--- config.mk ---
export PLATFORM = sky130hd
export DESIGN_NAME = pipe_stage_buf_flat
export DESIGN_NICKNAME = d
export VERILOG_FILES = /design/src/rtl/pipe_stage_buf_if.sv /design/src/rtl/pipe_stage_buf.sv /design/src/flat_wrapper.sv
export SDC_FILE = /design/constraint.sdc
export NUM_CORES = 1
export LEC_CHECK = 0
export CORE_MARGIN = 5
export CORE_UTILIZATION = 30
export CTS_BUF_LIST = sky130_fd_sc_hd__clkbuf_2
export DETAILED_ROUTE_END_ITERATION = 12
export GPL_TIMING_DRIVEN = 0
export PLACE_DENSITY = 0.6
export REMOVE_ABC_BUFFERS = 1
export SLEW_MARGIN = 20
export SYNTH_ARGS = -nofsm -noshare
export SYNTH_HDL_FRONTEND = slang
export SYNTH_SLANG_ARGS = --single-unit
--- constraint.sdc ---
create_clock -name clk -period 8.38 [get_ports clk]
set_input_delay 1.257 -clock clk [delete_from_list [all_inputs] [get_ports clk]]
set_output_delay 1.257 -clock clk [all_outputs]
set_load 0.03 [all_outputs]
--- src/rtl/pipe_stage_buf_if.sv ---
// Handshake bundle for pipe_stage_buf: upstream beat/ready plus downstream head/ready.
// The slave modport is the buffer's view; master is the environment driving it.
interface pipe_stage_buf_if #(
    parameter int DATA_W = 48,
    parameter int CTRL_W = 16
);
    logic              inValid;
    logic [DATA_W-1:0] inData;
    logic [CTRL_W-1:0] inCtrl;
    logic              bubble;
    logic              flush;
    logic              outReady;
    logic              inReady;
    logic              outValid;
    logic [DATA_W-1:0] outData;
    logic [CTRL_W-1:0] outCtrl;

    modport master (
        output inValid, inData, inCtrl, bubble, flush, outReady,
        input  inReady, outValid, outData, outCtrl
    );

    modport slave (
        input  inValid, inData, inCtrl, bubble, flush, outReady,
        output inReady, outValid, outData, outCtrl
    );
endinterface

--- src/rtl/pipe_stage_buf.sv ---
// Two-entry (head + skid) pipeline stage buffer with bubble insertion, flush with
// saturating drop counter, and sticky detection of upstream valid/data retraction.
module pipe_stage_buf #(
    parameter int DATA_W = 48,
    parameter int CTRL_W = 16,
    parameter int CNT_W  = 16
) (
    input  logic             clk,
    input  logic             rst,
    pipe_stage_buf_if.slave  bus,
    output logic [1:0]       occupancy,
    output logic [CNT_W-1:0] dropCount,
    output logic             err
);
    typedef enum logic [1:0] {
        EMPTY = 2'd0,
        HEAD  = 2'd1,
        BOTH  = 2'd2
    } state_t;

    state_t            state, state_nxt;
    logic [DATA_W-1:0] head_data, head_data_nxt, skid_data, skid_data_nxt;
    logic [CTRL_W-1:0] head_ctrl, head_ctrl_nxt, skid_ctrl, skid_ctrl_nxt;
    logic [CTRL_W-1:0] in_ctrl_eff;
    logic              accept, emit;
    logic [1:0]        drop_n;
    logic [CNT_W:0]    drop_sum;
    logic              prev_stall, prev_flush, err_set;
    logic [DATA_W-1:0] prev_data;
    logic [CTRL_W-1:0] prev_ctrl;

    assign bus.inReady  = (state != BOTH) && !rst;
    assign bus.outValid = (state != EMPTY);
    assign bus.outData  = head_data;
    assign bus.outCtrl  = bus.outValid ? head_ctrl : '0;

    assign accept      = bus.inValid & bus.inReady;
    assign emit        = bus.outValid & bus.outReady;
    assign in_ctrl_eff = bus.bubble ? '0 : bus.inCtrl;

    always_comb begin
        occupancy = 2'd0;
        case (state)
            HEAD:    occupancy = 2'd1;
            BOTH:    occupancy = 2'd2;
            default: occupancy = 2'd0;
        endcase
    end

    always_comb begin
        state_nxt     = state;
        head_data_nxt = head_data;
        head_ctrl_nxt = head_ctrl;
        skid_data_nxt = skid_data;
        skid_ctrl_nxt = skid_ctrl;
        drop_n        = 2'd0;
        if (bus.flush) begin
            // Same-cycle input is dropped; an emitted head is delivered, not dropped.
            state_nxt = EMPTY;
            case (state)
                HEAD:    drop_n = emit ? 2'd0 : 2'd1;
                BOTH:    drop_n = emit ? 2'd1 : 2'd2;
                default: drop_n = 2'd0;
            endcase
        end else begin
            case (state)
                EMPTY: begin
                    if (accept) begin
                        head_data_nxt = bus.inData;
                        head_ctrl_nxt = in_ctrl_eff;
                        state_nxt     = HEAD;
                    end
                end
                HEAD: begin
                    if (accept && emit) begin
                        head_data_nxt = bus.inData;
                        head_ctrl_nxt = in_ctrl_eff;
                    end else if (accept) begin
                        skid_data_nxt = bus.inData;
                        skid_ctrl_nxt = in_ctrl_eff;
                        state_nxt     = BOTH;
                    end else if (emit) begin
                        state_nxt = EMPTY;
                    end
                end
                BOTH: begin
                    if (emit) begin
                        head_data_nxt = skid_data;
                        head_ctrl_nxt = skid_ctrl;
                        state_nxt     = HEAD;
                    end
                end
                default: state_nxt = EMPTY;
            endcase
        end
    end

    assign drop_sum = {1'b0, dropCount} + (CNT_W+1)'(drop_n);

    // A stalled beat must be held unchanged until accepted, unless a flush intervenes.
    assign err_set = prev_stall && !prev_flush && !bus.flush &&
                     (!bus.inValid || (bus.inData != prev_data) || (bus.inCtrl != prev_ctrl));

    always_ff @(posedge clk) begin
        if (rst) begin
            state      <= EMPTY;
            head_data  <= '0;
            head_ctrl  <= '0;
            skid_data  <= '0;
            skid_ctrl  <= '0;
            dropCount  <= '0;
            err        <= 1'b0;
            prev_stall <= 1'b0;
            prev_flush <= 1'b0;
            prev_data  <= '0;
            prev_ctrl  <= '0;
        end else begin
            state      <= state_nxt;
            head_data  <= head_data_nxt;
            head_ctrl  <= head_ctrl_nxt;
            skid_data  <= skid_data_nxt;
            skid_ctrl  <= skid_ctrl_nxt;
            dropCount  <= drop_sum[CNT_W] ? '1 : drop_sum[CNT_W-1:0];
            err        <= err | err_set;
            prev_stall <= bus.inValid & ~bus.inReady;
            prev_flush <= bus.flush;
            prev_data  <= bus.inData;
            prev_ctrl  <= bus.inCtrl;
        end
    end
endmodule
--- src/flat_wrapper.sv ---
// flat-port wrapper written by rule: the top's interface ports become plain ports
module pipe_stage_buf_flat 
#(
    parameter int DATA_W = 48,
    parameter int CTRL_W = 16,
    parameter int CNT_W  = 16
)
  (clk, rst, occupancy, dropCount, err, bus_inValid, bus_inData, bus_inCtrl, bus_bubble, bus_flush, bus_outReady, bus_inReady, bus_outValid, bus_outData, bus_outCtrl);
  pipe_stage_buf_if #(.DATA_W(DATA_W), .CTRL_W(CTRL_W)) bus_i ();
  input  logic clk;
  input  logic rst;
  output logic [1:0] occupancy;
  output logic [CNT_W-1:0] dropCount;
  output logic err;
  input wire logic [$bits(bus_i.inValid)-1:0] bus_inValid;
  input wire logic [$bits(bus_i.inData)-1:0] bus_inData;
  input wire logic [$bits(bus_i.inCtrl)-1:0] bus_inCtrl;
  input wire logic [$bits(bus_i.bubble)-1:0] bus_bubble;
  input wire logic [$bits(bus_i.flush)-1:0] bus_flush;
  input wire logic [$bits(bus_i.outReady)-1:0] bus_outReady;
  output wire logic [$bits(bus_i.inReady)-1:0] bus_inReady;
  output wire logic [$bits(bus_i.outValid)-1:0] bus_outValid;
  output wire logic [$bits(bus_i.outData)-1:0] bus_outData;
  output wire logic [$bits(bus_i.outCtrl)-1:0] bus_outCtrl;
  assign bus_i.inValid = bus_inValid;
  assign bus_i.inData = bus_inData;
  assign bus_i.inCtrl = bus_inCtrl;
  assign bus_i.bubble = bus_bubble;
  assign bus_i.flush = bus_flush;
  assign bus_i.outReady = bus_outReady;
  assign bus_inReady = bus_i.inReady;
  assign bus_outValid = bus_i.outValid;
  assign bus_outData = bus_i.outData;
  assign bus_outCtrl = bus_i.outCtrl;
  pipe_stage_buf #(.DATA_W(DATA_W), .CTRL_W(CTRL_W), .CNT_W(CNT_W)) u_core (.clk(clk), .rst(rst), .bus(bus_i), .occupancy(occupancy), .dropCount(dropCount), .err(err));
endmodule
==> results.py <==
metrics = {
    "die": {
        "ios": 155,
        "rows": 63,
        "dieWidth_um": 183,
        "core_area_um2": 29600,
        "die_h_um": 183,
        "start_util_pct": 30.4,
        "die-area_um2": 33500,
    },
    "setup_path": {
        "critPathArrivalTime_ps": 3110,
        "worstSetupPathType": "flip-flop to output port",
        "critPathMaxStageDelay_ps": 840,
        "worstPathRequired_ps": 7120,
        "slowest_stage": "ha_1",
        "cp_common_cell": "inv_1",
        "crit_chain": "inv_1 > ha_1 > inv_1 > clkdlybuf4s50_1",
        "critPathLaunchType": "flip-flop",
        "cpLargestDelayFamily": "buffers and inverters",
        "critPathBufInv": 3,
        "setup.worst_path.end_class": "output port",
        "crit_fanout": 19,
    },
    "clock_tree": {
        "cts_num_sinks": 213,
        "ctsResizeCount": 0,
        "cts_tree": "done",
        "clk_pin_slew_ps": 100,
        "clockRootBuffer": "clkbuf_2",
        "cts_hold_buf": 0,
        "cts-htree-levels": 2,
        "postCtsSetupRepairBufs": 0,
        "clock_latency_ps": 810,
        "cts_made_buffers": 59,
        "ctsLongestPathBuffers": 3,
    },
    "global_routing": {
        "grt_overflow_total": 0,
        "grtUsageTotal_pct": 13.0,
        "antenna_found_initial": 1,
        "grt_max_degree": 104,
        "grt_pass1_wl_um": 36600,
        "grt_pass1_vias": 7138,
    },
    "timing": {
        "fin_worst_skew_ps": 43.4,
        "tightest_slew_ps": 990,
        "finalHoldViolCount": 0,
        "max_slew_margin_pct": 34.0,
        "period_share_pct": 52.2,
        "fin_crit_ps": 4370,
        "rsz0062_at_grt": "false",
        "setup_viol_count_final": 0,
        "fmax_ghz": 0.229,
        "slew_viol_final": 0,
        "setup_tns_ps": 0,
        "timing.hold.ws_ps": 458,
    },
    "logic_synthesis": {
        "syn_inst": 955,
        "synth_warnings": 0,
        "seq_area_frac_synth_pct": 47.4,
        "ys_async_sr_fraction_pct": 0,
        "yosysUniqueCellTypes": 41,
        "ys_seq_elements": 213,
        "ys.flop_type": "dfxtp_1",
        "synth_area_um2": 9000,
        "synth-edff-count": 0,
        "avgSynthCellArea_um2": 9.42,
    },
    "final_layout": {
        "drive_gt1_share_pct": 15.5,
        "layout_commonest_cell": "dfxtp_1",
        "final_nets": 1199,
        "areaGrowthSynthToFinish_pct": 28.9,
        "final_util_pct": 39.1,
        "fin_cells": 1558,
        "final_cell_mix": "213 x dfxtp_1, 152 x clkdlybuf4s50_1, 119 x nand2_1, 98 x a21oi_1, 97 x clkbuf_2",
    },
    "power_and_ir_drop": {
        "cellPowerDensity_nw_per_um2": 180,
        "max-vdd-ir-drop_uv": 114,
        "leakage_nw": 3.90,
        "power_mw": 2.08,
    },
    "routing": {
        "num_vias": 7135,
        "via_per_inst": 4.58,
        "drt_iter0_drc": 251,
        "drc": 0,
        "drt_wl_total_um": 22300,
        "firstDrtPassIters": 4,
        "final_antenna_net_count": 0,
        "wl_per_cell_um": 14.3,
    },
    "min_path": {
        "hold_path_class": "flip-flop to flip-flop",
    },
    "placement": {
        "place_inst": 1450,
        "port_buffers": 154,
        "routabilityCongestion": 0.729,
        "hpwl_um": 14600,
    },
    "status": {
        "status": "finished, final reports clean",
    },
    "flow_run": {
        "maxCapViolCount": 0,
    },
}
power by group:
group | switching (mW) | internal, mW | total, mW
combinational | 0.150 | 0.129 | 0.280
sequential | 0.0181 | 1.05 | 1.07
clock | 0.434 | 0.300 | 0.734
worst reg2reg max path, stage by stage, from the launching register on:
cell,delay [ps]
dfxtp_1,350
inv_1,160
ha_1,840
inv_1,280
nand2_1,150
nand2_1,60
a21boi_0,210
ha_1,200
inv_1,50
fa_1,430
nand2b_1,200
nor4b_2,420
nand3_1,540
a21oi_1,310
stage by stage:
step                setup WS (ps)  area (um^2)
detailed placement           3700        11100
CTS                          3790        11600
global route                 3620        11600
floorplan                     272         8700
global placement            -8310        10700
finish                       4010        11600
logic make-up (layout without fill, tap and decap cells):
logic type / Yosys count / count (layout) / share of synthesized area, %
muxes: 49 / 49 / 5.45
and+or+nand+nor: 356 / 356 / 20.0
adders and majority gates: 8 / 8 / 1.20
DFF: 213 / 213 / 47.4
other: 0 / 1 / 0
xor gates and xnor gates: 71 / 71 / 6.91
AOI/OAI and AO/OA: 176 / 176 / 15.2
buffers and inverters: 82 / 294 / 3.87
layout make-up:
cell class | instances | area (um^2)
fillers | 3034 | 18000
multi-input cells | 660 | 4420
flip-flops and latches | 213 | 4260
repair buffers | 172 | 1840
well taps | 390 | 488
clock buffers | 97 | 485
inverters | 15 | 56.3
clock inverters | 10 | 38.8
diodes | 1 | 2.50
sequential cells by signal (all words and copies together) (netlist names):
name / cells
u_core.skid_ctrl: 16
u_core.prev_ctrl: 16
u_core.dropCount: 16
u_core.prev_flush: 1
u_core.bus.outData: 48
u_core.skid_data: 48
u_core.state: 2
u_core.head_ctrl: 16
u_core.prev_data: 48
u_core.prev_stall: 1
u_core.err: 1
worst paths after layout:
kind | from | cells after the start | slack, ps | endpoint
max reg2reg | u_core.state[0]$_SDFFE_PP0P_ | 13 | 4090 | u_core.dropCount[4]$_SDFF_PP0_
max | u_core.state[0]$_SDFFE_PP0P_ | 4 | 4010 | bus_outValid
min | u_core.skid_data[9]$_SDFFE_PP0P_ | 2 | 460 | u_core.skid_data[9]$_SDFFE_PP0P_
min reg2reg | u_core.skid_data[9]$_SDFFE_PP0P_ | 2 | 460 | u_core.skid_data[9]$_SDFFE_PP0P_
synth_stat cells (all sizes together), types with 3 or more instances:
| library cell | instances | area share [%] |
|---|---|---|
| a211oi | 66 | 8.7 |
| a21oi | 98 | 5.5 |
| buf | 22 | 1.4 |
| clkbuf | 45 | 1.9 |
| dfxtp | 213 | 47 |
| ha | 7 | 0.97 |
| inv | 15 | 0.63 |
| mux2i | 49 | 5.5 |
| nand2 | 119 | 5.0 |
| nand3 | 7 | 0.39 |
| nand3b | 19 | 1.6 |
| nand4 | 12 | 0.83 |
| nor2 | 76 | 3.2 |
| nor2b | 81 | 5.6 |
| nor3 | 5 | 0.33 |
| nor3b | 19 | 1.6 |
| nor4 | 7 | 0.49 |
| or3 | 3 | 0.21 |
| xnor2 | 41 | 4.0 |
| xor2 | 30 | 2.9 |
routing by layer:
metal	wire, um	up-vias	GRT usage, %
li1	-	3605	-
met1	10400	3311	16.8
met2	9930	183	20.7
met3	1580	36	4.42
met4	410	0	3.93
met5	0	-	0
No activity file was read; power rests on OpenSTA's default activity.
